File: config.mk
export PLATFORM = sky130hd
export DESIGN_NAME = al_accel_quant_seq
export DESIGN_NICKNAME = d
export VERILOG_FILES = /design/src/rtl/al_accel_quant_seq.sv
export SDC_FILE = /design/constraint.sdc
export NUM_CORES = 1
export LEC_CHECK = 0
export BUFFER_PORTS_ARGS = -buffer_cell sky130_fd_sc_hd__buf_2
export CAP_MARGIN = 15
export CELL_PAD_IN_SITES_DETAIL_PLACEMENT = 0
export CELL_PAD_IN_SITES_GLOBAL_PLACEMENT = 1
export CORE_AREA = 4 4 261 263
export CTS_CLUSTER_SIZE = 14
export DETAILED_ROUTE_END_ITERATION = 8
export DIE_AREA = 0 0 265 267
export PLACE_DENSITY = 0.55
export SLEW_MARGIN = 20
export SYNTH_ARGS = -nofsm -noshare
export SYNTH_HDL_FRONTEND = slang
export SYNTH_SLANG_ARGS = --single-unit
File: constraint.sdc
create_clock -name clk_i -period 6.54 [get_ports clk_i]
set_clock_uncertainty 0.1 [all_clocks]
set_input_delay 1.308 -clock clk_i [delete_from_list [all_inputs] [get_ports clk_i]]
set_output_delay 1.308 -clock clk_i [all_outputs]
set_load 0.005 [all_outputs]
File: src/rtl/al_accel_quant_seq.sv
// Requester sequencer for the al_accel_quant block: biases accumulators, issues one quantize
// request per element, applies zero-point and int8 clamp, and packs LANES results per word.
module al_accel_quant_seq #(
    parameter int unsigned LANES   = 4,
    parameter int unsigned CNT_W   = 16,
    parameter int unsigned TIMEOUT = 255
) (
    input  logic             clk_i,
    input  logic             resetn_i,
    input  logic             start_i,
    input  logic [CNT_W-1:0] cfg_count_i,
    input  logic [31:0]      cfg_bias_i,
    input  logic [31:0]      cfg_muler_i,
    input  logic [7:0]       cfg_rshift_i,
    input  logic [31:0]      cfg_offset_i,
    input  logic [7:0]       cfg_act_min_i,
    input  logic [7:0]       cfg_act_max_i,
    input  logic             acc_valid_i,
    input  logic [31:0]      acc_data_i,
    output logic             acc_ready_o,
    output logic             quant_enb_o,
    output logic [31:0]      quant_di_o,
    output logic [31:0]      quant_muler_o,
    output logic [7:0]       quant_rshift_o,
    input  logic [31:0]      quant_do_i,
    input  logic             quant_rdy_i,
    output logic             out_valid_o,
    input  logic             out_ready_i,
    output logic [31:0]      out_data_o,
    output logic             out_last_o,
    output logic             busy_o,
    output logic             done_o,
    output logic             err_o
);

    typedef enum logic [2:0] {
        StIdle,
        StFetch,
        StReq,
        StGap,
        StEmit,
        StDone
    } state_e;

    localparam logic [31:0] TimeoutM1 = 32'(TIMEOUT - 1);
    localparam logic [2:0]  LaneMax   = 3'(LANES - 1);

    state_e           state_q;
    logic [CNT_W-1:0] count_q;
    logic [CNT_W-1:0] elem_q;
    logic [31:0]      bias_q;
    logic [31:0]      offset_q;
    logic [7:0]       act_min_q;
    logic [7:0]       act_max_q;
    logic [2:0]       lane_q;
    logic [31:0]      word_q;
    logic [31:0]      qdo_q;
    logic [31:0]      timer_q;

    logic signed [32:0] sum_s;
    logic signed [32:0] lo_s;
    logic signed [32:0] hi_s;
    logic [7:0]         lane_val;
    logic [31:0]        word_nxt;
    logic [CNT_W-1:0]   elem_nxt;
    logic               lane_full;
    logic               is_last;

    // Zero-point add is done at 33 bits so the clamp sees the true sum without wrap.
    always_comb begin
        sum_s = $signed({qdo_q[31], qdo_q}) + $signed({offset_q[31], offset_q});
        lo_s  = $signed({{25{act_min_q[7]}}, act_min_q});
        hi_s  = $signed({{25{act_max_q[7]}}, act_max_q});
        if (lo_s > hi_s) begin
            lane_val = act_max_q;
        end else if (sum_s < lo_s) begin
            lane_val = act_min_q;
        end else if (sum_s > hi_s) begin
            lane_val = act_max_q;
        end else begin
            lane_val = sum_s[7:0];
        end
        word_nxt                 = word_q;
        word_nxt[8*lane_q +: 8]  = lane_val;
        elem_nxt                 = elem_q + 1'b1;
        lane_full                = (lane_q == LaneMax);
        is_last                  = (elem_nxt == count_q);
    end

    always_ff @(posedge clk_i or negedge resetn_i) begin
        if (!resetn_i) begin
            state_q        <= StIdle;
            count_q        <= '0;
            elem_q         <= '0;
            bias_q         <= '0;
            offset_q       <= '0;
            act_min_q      <= '0;
            act_max_q      <= '0;
            lane_q         <= '0;
            word_q         <= '0;
            qdo_q          <= '0;
            timer_q        <= '0;
            acc_ready_o    <= 1'b0;
            quant_enb_o    <= 1'b0;
            quant_di_o     <= '0;
            quant_muler_o  <= '0;
            quant_rshift_o <= '0;
            out_valid_o    <= 1'b0;
            out_data_o     <= '0;
            out_last_o     <= 1'b0;
            busy_o         <= 1'b0;
            done_o         <= 1'b0;
            err_o          <= 1'b0;
        end else begin
            done_o <= 1'b0;
            err_o  <= 1'b0;
            unique case (state_q)
                StIdle: begin
                    if (start_i) begin
                        count_q        <= cfg_count_i;
                        bias_q         <= cfg_bias_i;
                        offset_q       <= cfg_offset_i;
                        act_min_q      <= cfg_act_min_i;
                        act_max_q      <= cfg_act_max_i;
                        quant_muler_o  <= cfg_muler_i;
                        quant_rshift_o <= cfg_rshift_i;
                        elem_q         <= '0;
                        lane_q         <= '0;
                        word_q         <= '0;
                        busy_o         <= 1'b1;
                        if (cfg_count_i == '0) begin
                            state_q <= StDone;
                            done_o  <= 1'b1;
                        end else begin
                            state_q     <= StFetch;
                            acc_ready_o <= 1'b1;
                        end
                    end
                end
                StFetch: begin
                    if (acc_valid_i && acc_ready_o) begin
                        acc_ready_o <= 1'b0;
                        quant_di_o  <= acc_data_i + bias_q;
                        quant_enb_o <= 1'b1;
                        timer_q     <= '0;
                        state_q     <= StReq;
                    end
                end
                StReq: begin
                    if (quant_rdy_i) begin
                        qdo_q       <= quant_do_i;
                        quant_enb_o <= 1'b0;
                        state_q     <= StGap;
                    end else if ((TIMEOUT != 0) && (timer_q == TimeoutM1)) begin
                        quant_enb_o <= 1'b0;
                        err_o       <= 1'b1;
                        done_o      <= 1'b1;
                        state_q     <= StDone;
                    end else begin
                        timer_q <= timer_q + 1'b1;
                    end
                end
                StGap: begin
                    word_q <= word_nxt;
                    elem_q <= elem_nxt;
                    if (lane_full || is_last) begin
                        out_valid_o <= 1'b1;
                        out_data_o  <= word_nxt;
                        out_last_o  <= is_last;
                        state_q     <= StEmit;
                    end else begin
                        lane_q      <= lane_q + 1'b1;
                        acc_ready_o <= 1'b1;
                        state_q     <= StFetch;
                    end
                end
                StEmit: begin
                    if (out_ready_i) begin
                        out_valid_o <= 1'b0;
                        out_last_o  <= 1'b0;
                        lane_q      <= '0;
                        word_q      <= '0;
                        if (out_last_o) begin
                            done_o  <= 1'b1;
                            state_q <= StDone;
                        end else begin
                            acc_ready_o <= 1'b1;
                            state_q     <= StFetch;
                        end
                    end
                end
                StDone: begin
                    busy_o  <= 1'b0;
                    state_q <= StIdle;
                end
                default: state_q <= StIdle;
            endcase
        end
    end

endmodule
# ---- Yosys cells after proc, flatten, opt, wreduce, memory -nomap -nowiden
# Index checks and enable logic that the tools add are counted.
# Widths: inputs -> output; s select.
dict set report classes {
  mux 52
  n_eq_ne 18
  n_lt_le_gt_ge 3
  addsub 6
  shifts 2
  n_reduce_logical 23
}
# operator n
set ops {}
lappend ops {{$mux 32} 5}
lappend ops {{$pmux 32 s3} 1}
lappend ops {{$pmux 32 s2} 1}
lappend ops {{$neg 6->34} 1}
lappend ops {{$shift 8x34->32 const A} 1}
lappend ops {{$shiftx 8x34->32} 1}
lappend ops {{$add 32x32->33} 1}
lappend ops {{$gt 33x8->1} 1}
lappend ops {{$lt 33x8->1} 1}
lappend ops {{$mux 3} 11}
lappend ops {{$add 32x1->32 const B} 1}
lappend ops {{$add 32x32->32} 1}
lappend ops {{$bwmux 32} 1}
lappend ops {{$eq 32x8->1 const B} 1}
lappend ops {{$pmux 16 s2} 1}
lappend ops {{$mux 8} 3}
lappend ops {{$mux 1} 20}
lappend ops {{$ne 2x2->1 const B} 9}
lappend ops {{$add 16x1->16 const B} 1}
lappend ops {{$eq 16x16->1} 1}
lappend ops {{$logic_not 16->1} 1}
lappend ops {{$mux 16} 1}
lappend ops {{$pmux 3 s5} 1}
lappend ops {{$reduce_and 2->1} 6}
lappend ops {{other kinds (19)} 32}
dict set report totals {
  ff_bits 325
  input_bits 206
  output_inout_bits 111
}

# ---- Longest topological paths before layout
# Gate-level depths: netlist (run 1).
dict set report logic_depth {
  word_depth 8
  mapped_depth 22
  mapped_depth_nobuf 22
}

# ---- Worst setup path before layout (run 1)
# Ideal clock, no wire load.
dict set report synth_path {
  path_type {register to register}
  startpoint {register offset_q[1]}
  endpoint {register out_data_o[31]}
  arrival_time_ps 4871
  setup_slack_ps 1427
  t_required_ps 6298
  synth_period_minus_slack_ps 5113
  stages_incl_launch_ff 20
  n_path_buf 0
  path_cell_list {dfrtp_1 > ha_1 > a211oi_1 > o21ai_0 > a21boi_0 > a21oi_1 > o22a_1 > o211ai_1 > a21oi_1 > a311o_1 > ha_1 > nand3_1 > nor4_1 > nand4_1 > or4_1 > o211ai_1 > o2111ai_1 > o22a_1 > o21ai_1 > o221ai_2}
}
dict set report synth_between {
  elab_chain_len 7
  word_cells_on_any_way 8
  cone_classes {1 x add/sub; 2 x order compare; 1 x shift; 4 x mux}
}
# element line_no
set synth_rtl {}
lappend synth_rtl {{start, declared} 52} ;# logic [31:0] offset_q;
lappend synth_rtl {{start signal, assigned} 122} ;# offset_q <= cfg_offset_i;
lappend synth_rtl {{$add 32x32->33 (*)} 71} ;# sum_s = $signed({qdo_q[31], qdo_q}) + $signed({offset_q[31], offset_q});
lappend synth_rtl {{$gt 33x8->1} 78} ;# end else if (sum_s > hi_s) begin
lappend synth_rtl {{$mux 8} 78}
lappend synth_rtl {{$mux 8 (*)} 76} ;# end else if (sum_s < lo_s) begin
lappend synth_rtl {{$mux 8 (*)} 74} ;# if (lo_s > hi_s) begin
lappend synth_rtl {{$shiftx 8x34->32 (*)} 84} ;# word_nxt[8*lane_q +: 8] = lane_val;
lappend synth_rtl {{$bwmux 32 (*)} 84}
lappend synth_rtl {{end signal, assigned} 168} ;# out_data_o <= word_nxt;
lappend synth_rtl {{end, declared} 29} ;# output logic [31:0] out_data_o,
# Mark *: on every way between the ends. The rest lies on a longest branch, timed or not.
# A chain may end at the register's enable or synchronous reset.

# ---- Final worst setup path (run 1)
dict set report layout_path {
  startpoint {register offset_q[0]}
  endpoint {register out_data_o[2]}
}
# Same word-level chain as after synthesis.

==> results of run 1 <==
==> power by group through the flow <==
stage / logic (W) / clock network (W) / registers [W]
after floorplan: 0.00471 / 0 / 0.00309
after global placement: 0.00662 / 0 / 0.00320
after detailed placement: 0.00674 / 0 / 0.00321
after CTS: 0.00679 / 0.00244 / 0.00318
after global routing: 0.00781 / 0.00252 / 0.00327
final: 0.00680 / 0.00235 / 0.00317
==> state kept, by name, summed over array words and instances, names as in the netlist, 16 cells and up <==
register and flops:
timer_q 32, count_q 16, word_q 32, quant_di_o 32
elem_q 16, out_data_o 32, quant_muler_o 32, bias_q 32
offset_q 32, qdo_q 32
==> through the flow <==
| stage | cell area (µm²) | hold WS (ns) | worst slack, ns | instances |
|---|---|---|---|---|
| after CTS | 22100 | 0.371 | 0.164 | 3229 |
| after global placement | 20700 | 0.353 | 0.303 | 3153 |
| after floorplan | 18300 | 0.350 | 1.43 | 2041 |
| final | 22200 | 0.366 | 0.302 | 3236 |
| after detailed placement | 20700 | 0.356 | 0.237 | 3153 |
| after global routing | 22200 | 0.385 | -0.102 | 3232 |
==> cell type report <==
cell class,count,share of cell area (%)
inverters,55,0.931
repair buffers,330,7.71
diodes,7,0.0790
multi-input cells,1579,43.5
well taps,864,4.88
clock inverters,14,0.739
flip-flops and latches,325,36.7
clock buffers,62,5.49
==> worst paths after layout <==
path,end,depth (start not counted)
max,out_data_o[2]$_DFFE_PN0P_,22
min,quant_muler_o[14]$_DFFE_PN0P_,2
max reg2reg,out_data_o[2]$_DFFE_PN0P_,22
min reg2reg,quant_muler_o[14]$_DFFE_PN0P_,2
max in group asynchronous,bias_q[12]$_DFFE_PN0P_,2
min in group asynchronous,quant_muler_o[15]$_DFFE_PN0P_,1
==> worst max-delay path, stage by stage (launching register included) <==
cell and delay, ns:
dfrtp_1 0.35, ha_1 0.20, inv_1 0.07, fa_1 0.40, nor2b_1 0.16, o31a_1 0.19
o21bai_1 0.11, a21oi_1 0.21, o21ai_0 0.24, o21ai_0 0.49, a31o_2 0.30, nand4_1 0.11
a31o_2 0.27, ha_1 0.28, nand2b_1 0.09, nor4_1 0.52, o2111ai_1 0.21, a21oi_1 0.21
a211oi_1 0.12, nand2_1 0.30, nand2_1 0.31, o21ai_1 0.61, o221ai_1 0.23
==> per-layer routing <==
metal	vias to the layer above	global-route usage [%]	share of wire, %
li1	7711	-	-
met2	272	27.5	48
met5	-	0	0.16
met4	12	3.85	1.5
met1	7543	21.1	45
met3	76	3.63	4.7
==> logic make-up (layout without fill, tap and decap cells) <==
group                    count (synthesis)  after routing  synth area share, %
adder cells (fa/ha/maj)                145            145                 10.0
XOR/XNOR                                93             93                 4.50
multiplexers                            35             35                 2.13
flip-flops                             325            325                 44.5
AND/OR/NAND/NOR                        872            872                 20.7
AO/OA/AOI/OAI                          434            434                 15.1
other                                    0              7                    0
buffers and inverters                  137            461                 3.07
==> what timing repair did <==
action                                  CTS  global route
endpoints found under the setup margin    0            64
resized for setup                         0             7
setup buffers                             0             0
==> Yosys cell counts (14+ instances only) <==
cell and n:
o21a_1 17, xor2_1 44, xnor2_1 48, a21o_1 25, nand4_1 17, ha_1 143
nor3_1 16, nand3_1 82, mux2_2 31, dfrtp_1 325, clkbuf_1 69, a21oi_1 92
nor2b_1 18, o21ai_0 151, nand2_1 549, inv_1 55, o221ai_1 30, nor2_1 97
a211oi_1 14
==> summary.txt, run 1 <==
Status
  • Status: finished clean

Yosys
  • Sequential area share after synthesis: 44.5%
  • Cells after Synth: 2041
  • Mean Syn Cell Area: 8.96 µm²
  • Ys async rst share: 100%
  • Post-Synthesis Net Count: 2392
  • Unique masters post-synth: 71
  • Yosys reg bits: 325
  • Post-synth EDFFs: 0
  • Most area-consuming cells after synthesis: dfrtp_1, nand2_1, ha_1
  • Ys flop type: dfrtp_1
  • Mapped Area: 18300 µm²
  • Post-synth top area cell: dfrtp_1
  • Top cell type's share of synthesized area: 44.5%
  • Synth warn: 0

Detailed routing
  • Post-route DRC: 0
  • Vias per inst: 4.83
  • Drt first-iter violations: 754
  • ANT nets after route: 0
  • Pre-antenna DRT Iters: 5
  • Routed WL: 58200 µm
  • Vias: 15614
  • WL/cell: 18.0 µm

Cells and area
  • Final #Nets: 2684
  • Most frequent cells in the layout: nand2_1, dfrtp_1, buf_2
  • Reg area: 8130 µm²
  • Finished Core Util: 33.8%
  • Area grow syn2layout: 21.2%
  • Leading cell type in the layout, fill and taps excluded: nand2_1
  • Multi-input logic area: 9640 µm²
  • Fillers: 6947
  • Share of layout cells above drive strength 1: 19.5%

Timing
  • Fmax: 160 MHz
  • Setup TNS: 0 ns
  • Tcrit/Tclk final: 95.4%
  • Final min period: 6.24 ns
  • Final Hold Viols: 0
  • Worst slew pin tran: 1.06 ns
  • Unrepaired setup endpoints after global routing: yes
  • Worst slew margin: 29.0%
  • Max Slew Vio Count: 0
  • Final setup fails: 0

Die
  • Die H: 267 µm
  • Starting Density: 27.9%
  • CORE AREA: 65600 µm²
  • Rows: 94
  • Ports: 317
  • DIE WIDTH: 265 µm
  • Full die area: 70800 µm²

Clock tree
  • CTS Buf Count: 42
  • Number of H-tree levels: 2
  • TritonCTS clock tree: yes
  • Skew-Pair Late Insertion Delay: 0.57 ns
  • Hold Buf Count CTS: 0
  • CTS Root Buffer Type: clkbuf_16
  • # clock sinks: 325
  • Clock transition at path regs: 0.06 ns
  • Clk buf depth: 3

Global routing
  • First-pass GRT wire length: 92300 µm
  • GRT Total Usage: 16.2%
  • Vias in the first global route: 16114
  • Largest net degree at the start of global routing: 123
  • Grt ovf: 0
  • Initial antenna violation count: 15

Power and ir drop
  • Reg power frac: 25.8%
  • Pwr/cell area: 556 nW/µm²
  • Switch Pwr: 0.00558 W
  • Design internal power: 0.00674 W
  • Lkg Pwr: 10.8 nW
  • Net Sw Frac: 45.3%
  • Peak supply drop: 0.209 mV
  • Tot Pwr: 0.0123 W
  • Combinational Power Share: 55.2%
  • Clock power share: 19.1%

Setup path
  • Flop-to-flop setup slack: 0.30 ns
  • CP Class: flop to flop
  • Critical Path Start: offset_q[0]$_DFFE_PN0P_
  • Crit path capture type: flop
  • Req. time, crit path: 6.85 ns
  • Top fanout value on the critical path: 8
  • Critical R2R Launch: offset_q[0]$_DFFE_PN0P_
  • Worst EP arrival: 6.55 ns
  • Startpoint Class: flop

Min path
  • Min-delay worst type: flop to flop
  • Hold path start: quant_muler_o[14]$_DFFE_PN0P_

Placement
  • Port Buffer Count: 316
  • GPL Wtd Cong: 0.815
  • Post-detail-place hpwl: 42300 µm

Flow run
  • MaxCap Viol Count: 0
Power figures use the tool's default switching activity.
==> run 2: changes to the inputs <==
Settings changed: RECOVER_POWER from default to 25.
==> summary.txt, run 2 (synthesized netlist as in run 1, its figures left out) <==
Setup path
  • Critical R2R Launch: offset_q[0]$_DFFE_PN0P_
  • CP Class: flop to flop
  • Critical Path End: out_data_o[2]$_DFFE_PN0P_
  • Startpoint Class: flop
  • R2R depth: 22 (unchanged)
  • Worst EP arrival: 6.55 ns (about the same)
  • Top fanout value on the critical path: 8 (unchanged)
  • Critical Path Start: offset_q[0]$_DFFE_PN0P_
  • Reg2reg end: out_data_o[2]$_DFFE_PN0P_
  • Flop-to-flop setup slack: 0.30 ns (about the same)
  • Crit path capture type: flop
  • Req. time, crit path: 6.85 ns (about the same)

Power and ir drop
  • Peak supply drop: 0.209 mV (about the same)
  • Switch Pwr: 0.00558 W (about the same)
  • Net Sw Frac: 45.3% (about the same)
  • Combinational Power Share: 55.2% (about the same)
  • Clock power share: 19.1% (about the same)
  • Reg power frac: 25.8% (about the same)
  • Design internal power: 0.00674 W (about the same)
  • Tot Pwr: 0.0123 W (about the same)
  • Pwr/cell area: 556 nW/µm² (about the same)
  • Lkg Pwr: 10.8 nW (about the same)

Cells and area
  • Final Cell Area: 22200 µm² (about the same)
  • Most frequent cells in the layout: nand2_1, dfrtp_1, buf_2
  • Area grow syn2layout: 21.2% (about the same)
  • Share of layout cells above drive strength 1: 19.5% (-0.042 points)
  • Leading cell type in the layout, fill and taps excluded: nand2_1
  • Final #Nets: 2684 (unchanged)
  • Non-filler cells, final: 3236 (unchanged)

Clock tree
  • Number of H-tree levels: 2 (unchanged)
  • CTS Buf Count: 42 (unchanged)
  • Skew-Pair Late Insertion Delay: 0.57 ns (about the same)
  • Postcts setup bufs: 0 (unchanged)
  • CTS-repair resized insts: 0 (unchanged)
  • TritonCTS clock tree: yes
  • # clock sinks: 325 (unchanged)
  • Clk buf depth: 3 (unchanged)
  • CTS Root Buffer Type: clkbuf_16
  • Hold Buf Count CTS: 0 (unchanged)
  • Clock transition at path regs: 0.06 ns (about the same)

Timing
  • Hold Slack: 0.366 ns (unchanged)
  • Final Hold Viols: 0 (unchanged)
  • Fmax: 160 MHz (about the same)
  • Worst slew pin tran: 4.66 ns (+3.60 ns)
  • Worst slew margin: -211% (-240 points)
  • Unrepaired setup endpoints after global routing: yes
  • Final setup fails: 0 (unchanged)
  • Tcrit/Tclk final: 95.4% (about the same)
  • Worst setup margin: 0.302 ns (+0.0000100 ns)
  • Final min period: 6.24 ns (-0.0000100 ns)
  • Max Slew Vio Count: 94 (+94)

Placement
  • Port Buffer Count: 316 (unchanged)
  • Total placed cells including tap cells: 3153 (unchanged)
  • Post-detail-place hpwl: 42300 µm (unchanged)
  • Place WS: 0.237 ns (unchanged)
  • Dpl cell area: 20700 µm² (unchanged)
  • GPL Wtd Cong: 0.815 (unchanged)

Die
  • Full die area: 70800 µm² (unchanged)
  • DIE WIDTH: 265 µm (unchanged)
  • CORE AREA: 65600 µm² (unchanged)
  • Rows: 94 (unchanged)
  • Starting Density: 27.9% (unchanged)
  • Ports: 317 (unchanged)
  • Die H: 267 µm (unchanged)

Detailed routing
  • Routed WL: 58200 µm (about the same)
  • Vias: 15617 (+0.019%)
  • WL/cell: 18.0 µm (about the same)
  • Post-route DRC: 0 (unchanged)
  • ANT nets after route: 0 (unchanged)
  • Vias per inst: 4.83 (about the same)
  • Pre-antenna DRT Iters: 5 (unchanged)
  • Drt first-iter violations: 754 (unchanged)

Status
  • Status: finished, violations left
  • Failing checks: max-capacitance violations, max-slew violations

Global routing
  • Grt ovf: 0 (unchanged)
  • Initial antenna violation count: 15 (unchanged)
  • First-pass GRT wire length: 92300 µm (unchanged)
  • Largest net degree at the start of global routing: 123 (unchanged)
  • GRT Total Usage: 16.2% (unchanged)
  • Vias in the first global route: 16114 (unchanged)

Flow run
  • MaxCap Viol Count: 1 (+1)

Min path
  • Min-delay worst type: flop to flop
## run 2: changes by cell type in the layout (fill, tap and decap cells not counted), sizes merged
cell,change
buf,-1
clkdlybuf4s25,+1
## run 2: final cells by class
class | instances | area [µm²]
fillers | 6947 | 43500
repair buffers | 330 | 1700
inverters | 55 | 206
flip-flops and latches | 325 | 8130
multi-input cells | 1579 | 9640
clock inverters | 14 | 164
well taps | 864 | 1080
clock buffers | 62 | 1220
diodes | 7 | 17.5
## run 2: power by group through the flow
stage                     sequential (W)  combinational [W]  clock [W]
after floorplan                  0.00309            0.00471          0
after global placement           0.00320            0.00662          0
after detailed placement         0.00321            0.00674          0
after global routing             0.00327            0.00781    0.00252
after CTS                        0.00318            0.00679    0.00244
final                            0.00317            0.00680    0.00235
## run 2: critical path, cell delays in order, from the launching register on
cell	delay, ns
dfrtp_1	0.35
ha_1	0.20
inv_1	0.07
fa_1	0.40
nor2b_1	0.16
o31a_1	0.19
o21bai_1	0.11
a21oi_1	0.21
o21ai_0	0.24
o21ai_0	0.49
a31o_2	0.30
nand4_1	0.11
a31o_2	0.27
ha_1	0.28
nand2b_1	0.09
nor4_1	0.52
o2111ai_1	0.21
a21oi_1	0.21
a211oi_1	0.12
nand2_1	0.30
nand2_1	0.31
o21ai_1	0.61
o221ai_1	0.23
## run 2: how the worst min path moves through the flow
stage	start	end	slack, ns	cells past startpoint
2_1_floorplan	bias_q[0]$_DFFE_PN0P_	bias_q[0]$_DFFE_PN0P_	0.35	2
3_3_place_gp	quant_rshift_o[1]$_DFFE_PN0P_	quant_rshift_o[1]$_DFFE_PN0P_	0.35	2
3_5_place_dp	quant_muler_o[13]$_DFFE_PN0P_	quant_muler_o[13]$_DFFE_PN0P_	0.36	2
4_1_cts	quant_muler_o[13]$_DFFE_PN0P_	quant_muler_o[13]$_DFFE_PN0P_	0.37	2
5_1_grt	quant_muler_o[27]$_DFFE_PN0P_	quant_muler_o[27]$_DFFE_PN0P_	0.39	2
6_report	quant_muler_o[14]$_DFFE_PN0P_	quant_muler_o[14]$_DFFE_PN0P_	0.37	2
## run 2: metrics by stage
| step | TNS [ns] | utilization (%) |
|---|---|---|
| after floorplan | 0 | - |
| after global placement | 0 | 31.6 |
| after detailed placement | 0 | 31.6 |
| after CTS | 0 | 33.7 |
| after global routing | -1.06 | 33.8 |
| final | 0 | 33.8 |
## run 2: per-layer routing
metal	track usage [%]	up-vias	wire length [µm]
met2	27.5	268	28200
met1	21.1	7550	26200
met3	3.63	76	2750
met4	3.85	12	871
li1	-	7711	-
met5	0	-	95
==> run 3: changes to the inputs <==
Settings changed: CTS_CLUSTER_SIZE 14 to default, SETUP_SLACK_MARGIN from default to 0.4.
==> summary.txt, run 3 (synthesized netlist as in run 1, its figures left out) <==
Status
  • Status: finished, violations left
  • Failing checks: max-capacitance violations, max-slew violations

Timing
  • Fmax: 176 MHz (+10%)
  • Final Hold Viols: 0 (unchanged)
  • Tcrit/Tclk final: 86.7% (-8.7 points)
  • Hold Slack: 0.366 ns (-0.0000130 ns)
  • Worst setup margin: 0.872 ns (+0.570 ns)
  • Unrepaired setup endpoints after global routing: no
  • Worst slew pin tran: 4.48 ns (-0.182 ns)
  • Final min period: 5.67 ns (-0.570 ns)
  • Setup TNS: 0 ns (unchanged)
  • Max Slew Vio Count: 94 (unchanged)
  • Final setup fails: 0 (unchanged)
  • Worst slew margin: -199% (+12 points)

Clock tree
  • CTS Root Buffer Type: clkbuf_16
  • Number of H-tree levels: 2 (unchanged)
  • TritonCTS clock tree: yes
  • Clock transition at path regs: 0.05 ns (about the same)
  • # clock sinks: 325 (unchanged)
  • Skew-Pair Late Insertion Delay: 0.57 ns (about the same)
  • Postcts setup bufs: 0 (unchanged)
  • Hold Buf Count CTS: 0 (unchanged)
  • CTS Buf Count: 42 (unchanged)
  • Clk buf depth: 3 (unchanged)

Die
  • Die H: 267 µm (unchanged)
  • Full die area: 70800 µm² (unchanged)
  • CORE AREA: 65600 µm² (unchanged)
  • Rows: 94 (unchanged)
  • Ports: 317 (unchanged)
  • DIE WIDTH: 265 µm (unchanged)
  • Starting Density: 27.9% (unchanged)

Cells and area
  • Final #Nets: 2684 (unchanged)
  • Non-filler cells, final: 3236 (unchanged)
  • Final Cell Area: 22200 µm² (+0.15%)
  • Fillers: 6947 (unchanged)
  • Multi-input logic area: 9670 µm² (+0.31%)
  • Most frequent cells in the layout: nand2_1, dfrtp_1, buf_2
  • Leading cell type in the layout, fill and taps excluded: nand2_1
  • Share of layout cells above drive strength 1: 19.8% (+0.30 points)
  • Reg area: 8130 µm² (unchanged)
  • Area grow syn2layout: 21.4%

Global routing
  • GRT Total Usage: 16.2% (unchanged)
  • Initial antenna violation count: 15 (unchanged)
  • First-pass GRT wire length: 92300 µm (unchanged)
  • Vias in the first global route: 16114 (unchanged)
  • Largest net degree at the start of global routing: 123 (unchanged)
  • Grt ovf: 0 (unchanged)

Power and ir drop
  • Pwr/cell area: 557 nW/µm² (+0.17%)
  • Combinational Power Share: 55.3% (about the same)
  • Net Sw Frac: 45.3% (about the same)
  • Clock power share: 19.0% (about the same)
  • Reg power frac: 25.7% (about the same)
  • Switch Pwr: 0.00560 W (+0.36%)
  • Peak supply drop: 0.223 mV (+6.5%)
  • Design internal power: 0.00676 W (+0.28%)
  • Lkg Pwr: 10.9 nW (+0.11%)

Min path
  • Cell count of the worst hold path: 2 (unchanged)
  • Hold path start: quant_muler_o[14]$_DFFE_PN0P_
  • Min-delay worst type: flop to flop
  • Hold EP: quant_muler_o[14]$_DFFE_PN0P_

Placement
  • Post-detail-place hpwl: 42300 µm (unchanged)
  • GPL Wtd Cong: 0.815 (unchanged)
  • Place WS: 0.237 ns (unchanged)
  • Dpl cell area: 20700 µm² (unchanged)
  • Port Buffer Count: 316 (unchanged)
  • Total placed cells including tap cells: 3153 (unchanged)

Detailed routing
  • Vias per inst: 4.82 (-0.17%)
  • Pre-antenna DRT Iters: 5 (unchanged)
  • ANT nets after route: 0 (unchanged)
  • Post-route DRC: 0 (unchanged)
  • WL/cell: 18.0 µm (about the same)
  • Drt first-iter violations: 777 (+3.1%)
  • Routed WL: 58200 µm (about the same)
  • Vias: 15591 (-0.17%)

Setup path
  • R2R depth: 23 (+4.5%)
  • Critical R2R Launch: offset_q[0]$_DFFE_PN0P_
  • Req. time, crit path: 6.84 ns (about the same)
  • Crit path capture type: flop
  • Flop-to-flop setup slack: 0.87 ns (+0.57 ns)
  • Worst EP arrival: 5.97 ns (-0.58 ns)
  • Reg2reg end: out_data_o[17]$_DFFE_PN0P_
  • Startpoint Class: flop
  • Top fanout value on the critical path: 8 (unchanged)
  • CP Class: flop to flop

Flow run
  • MaxCap Viol Count: 1 (unchanged)
## run 3: changes by cell type in the layout (fill, tap and decap cells not counted), sizes merged
cell / change
clkdlybuf4s25: -1
dlymetal6s4s: +1
## run 3: worst max-delay path by stage
stage | from | endpoint | cells past startpoint
floorplan | offset_q[1]$_DFFE_PN0P_ | out_data_o[31]$_DFFE_PN0P_ | 19
global placement | offset_q[1]$_DFFE_PN0P_ | out_data_o[13]$_DFFE_PN0P_ | 19
detailed placement | offset_q[1]$_DFFE_PN0P_ | out_data_o[29]$_DFFE_PN0P_ | 19
CTS | offset_q[0]$_DFFE_PN0P_ | out_data_o[21]$_DFFE_PN0P_ | 22
global route | resetn_i | bias_q[3]$_DFFE_PN0P_ | 2
finish | offset_q[0]$_DFFE_PN0P_ | out_data_o[17]$_DFFE_PN0P_ | 23
## run 3: power groups by stage
stage                     sequential [W]  clock [W]  combinational, W
after floorplan                  0.00309          0           0.00471
after global placement           0.00320          0           0.00662
after detailed placement         0.00321          0           0.00674
after CTS                        0.00318    0.00244           0.00680
after global routing             0.00327    0.00252           0.00786
final                            0.00317    0.00235           0.00684
## run 3: final cells by class
type	instances	area share [%]
Inverter	55	0.930
Clock buffer	62	5.49
Sequential cell	325	36.6
Timing Repair Buffer	330	7.69
Multi-Input combinational cell	1579	43.6
Antenna cell	7	0.0789
Clock inverter	14	0.739
Tap cell	864	4.87
## run 3: metrics by stage
stage | power [W] | util (%)
CTS | 0.0124 | 33.7
floorplan | 0.00779 | -
finish | 0.0124 | 33.8
global placement | 0.00982 | 31.6
detailed placement | 0.00995 | 31.6
global route | 0.0137 | 33.8
## run 3: critical path: stages (launching register included)
cell and delay [ns]:
dfrtp_1 0.35, ha_1 0.20, inv_1 0.06, fa_1 0.40, nor2b_1 0.16, o31a_1 0.19
o21bai_1 0.11, a21oi_1 0.21, o21ai_0 0.25, o21ai_1 0.37, a31o_2 0.27, nand4_1 0.11
a31o_2 0.27, ha_1 0.28, nand2b_1 0.10, nor4_2 0.41, o2111ai_1 0.18, a21oi_1 0.20
a211oi_1 0.11, nand2_1 0.29, nand2_2 0.23, o221ai_1 0.28, buf_4 0.21, o221ai_1 0.14
## run 3: timing repair
| action | CTS | global route |
|---|---|---|
| gates cloned | 0 | 0 |
| setup endpoints to repair | 61 | 64 |
| resized for setup | 2 | 13 |
## run 3: per-layer routing
layer / GRT usage, % / wire (µm)
met1: 21.1 / 26300
met5: 0 / 95
met4: 3.85 / 872
met3: 3.63 / 2710
met2: 27.5 / 28200
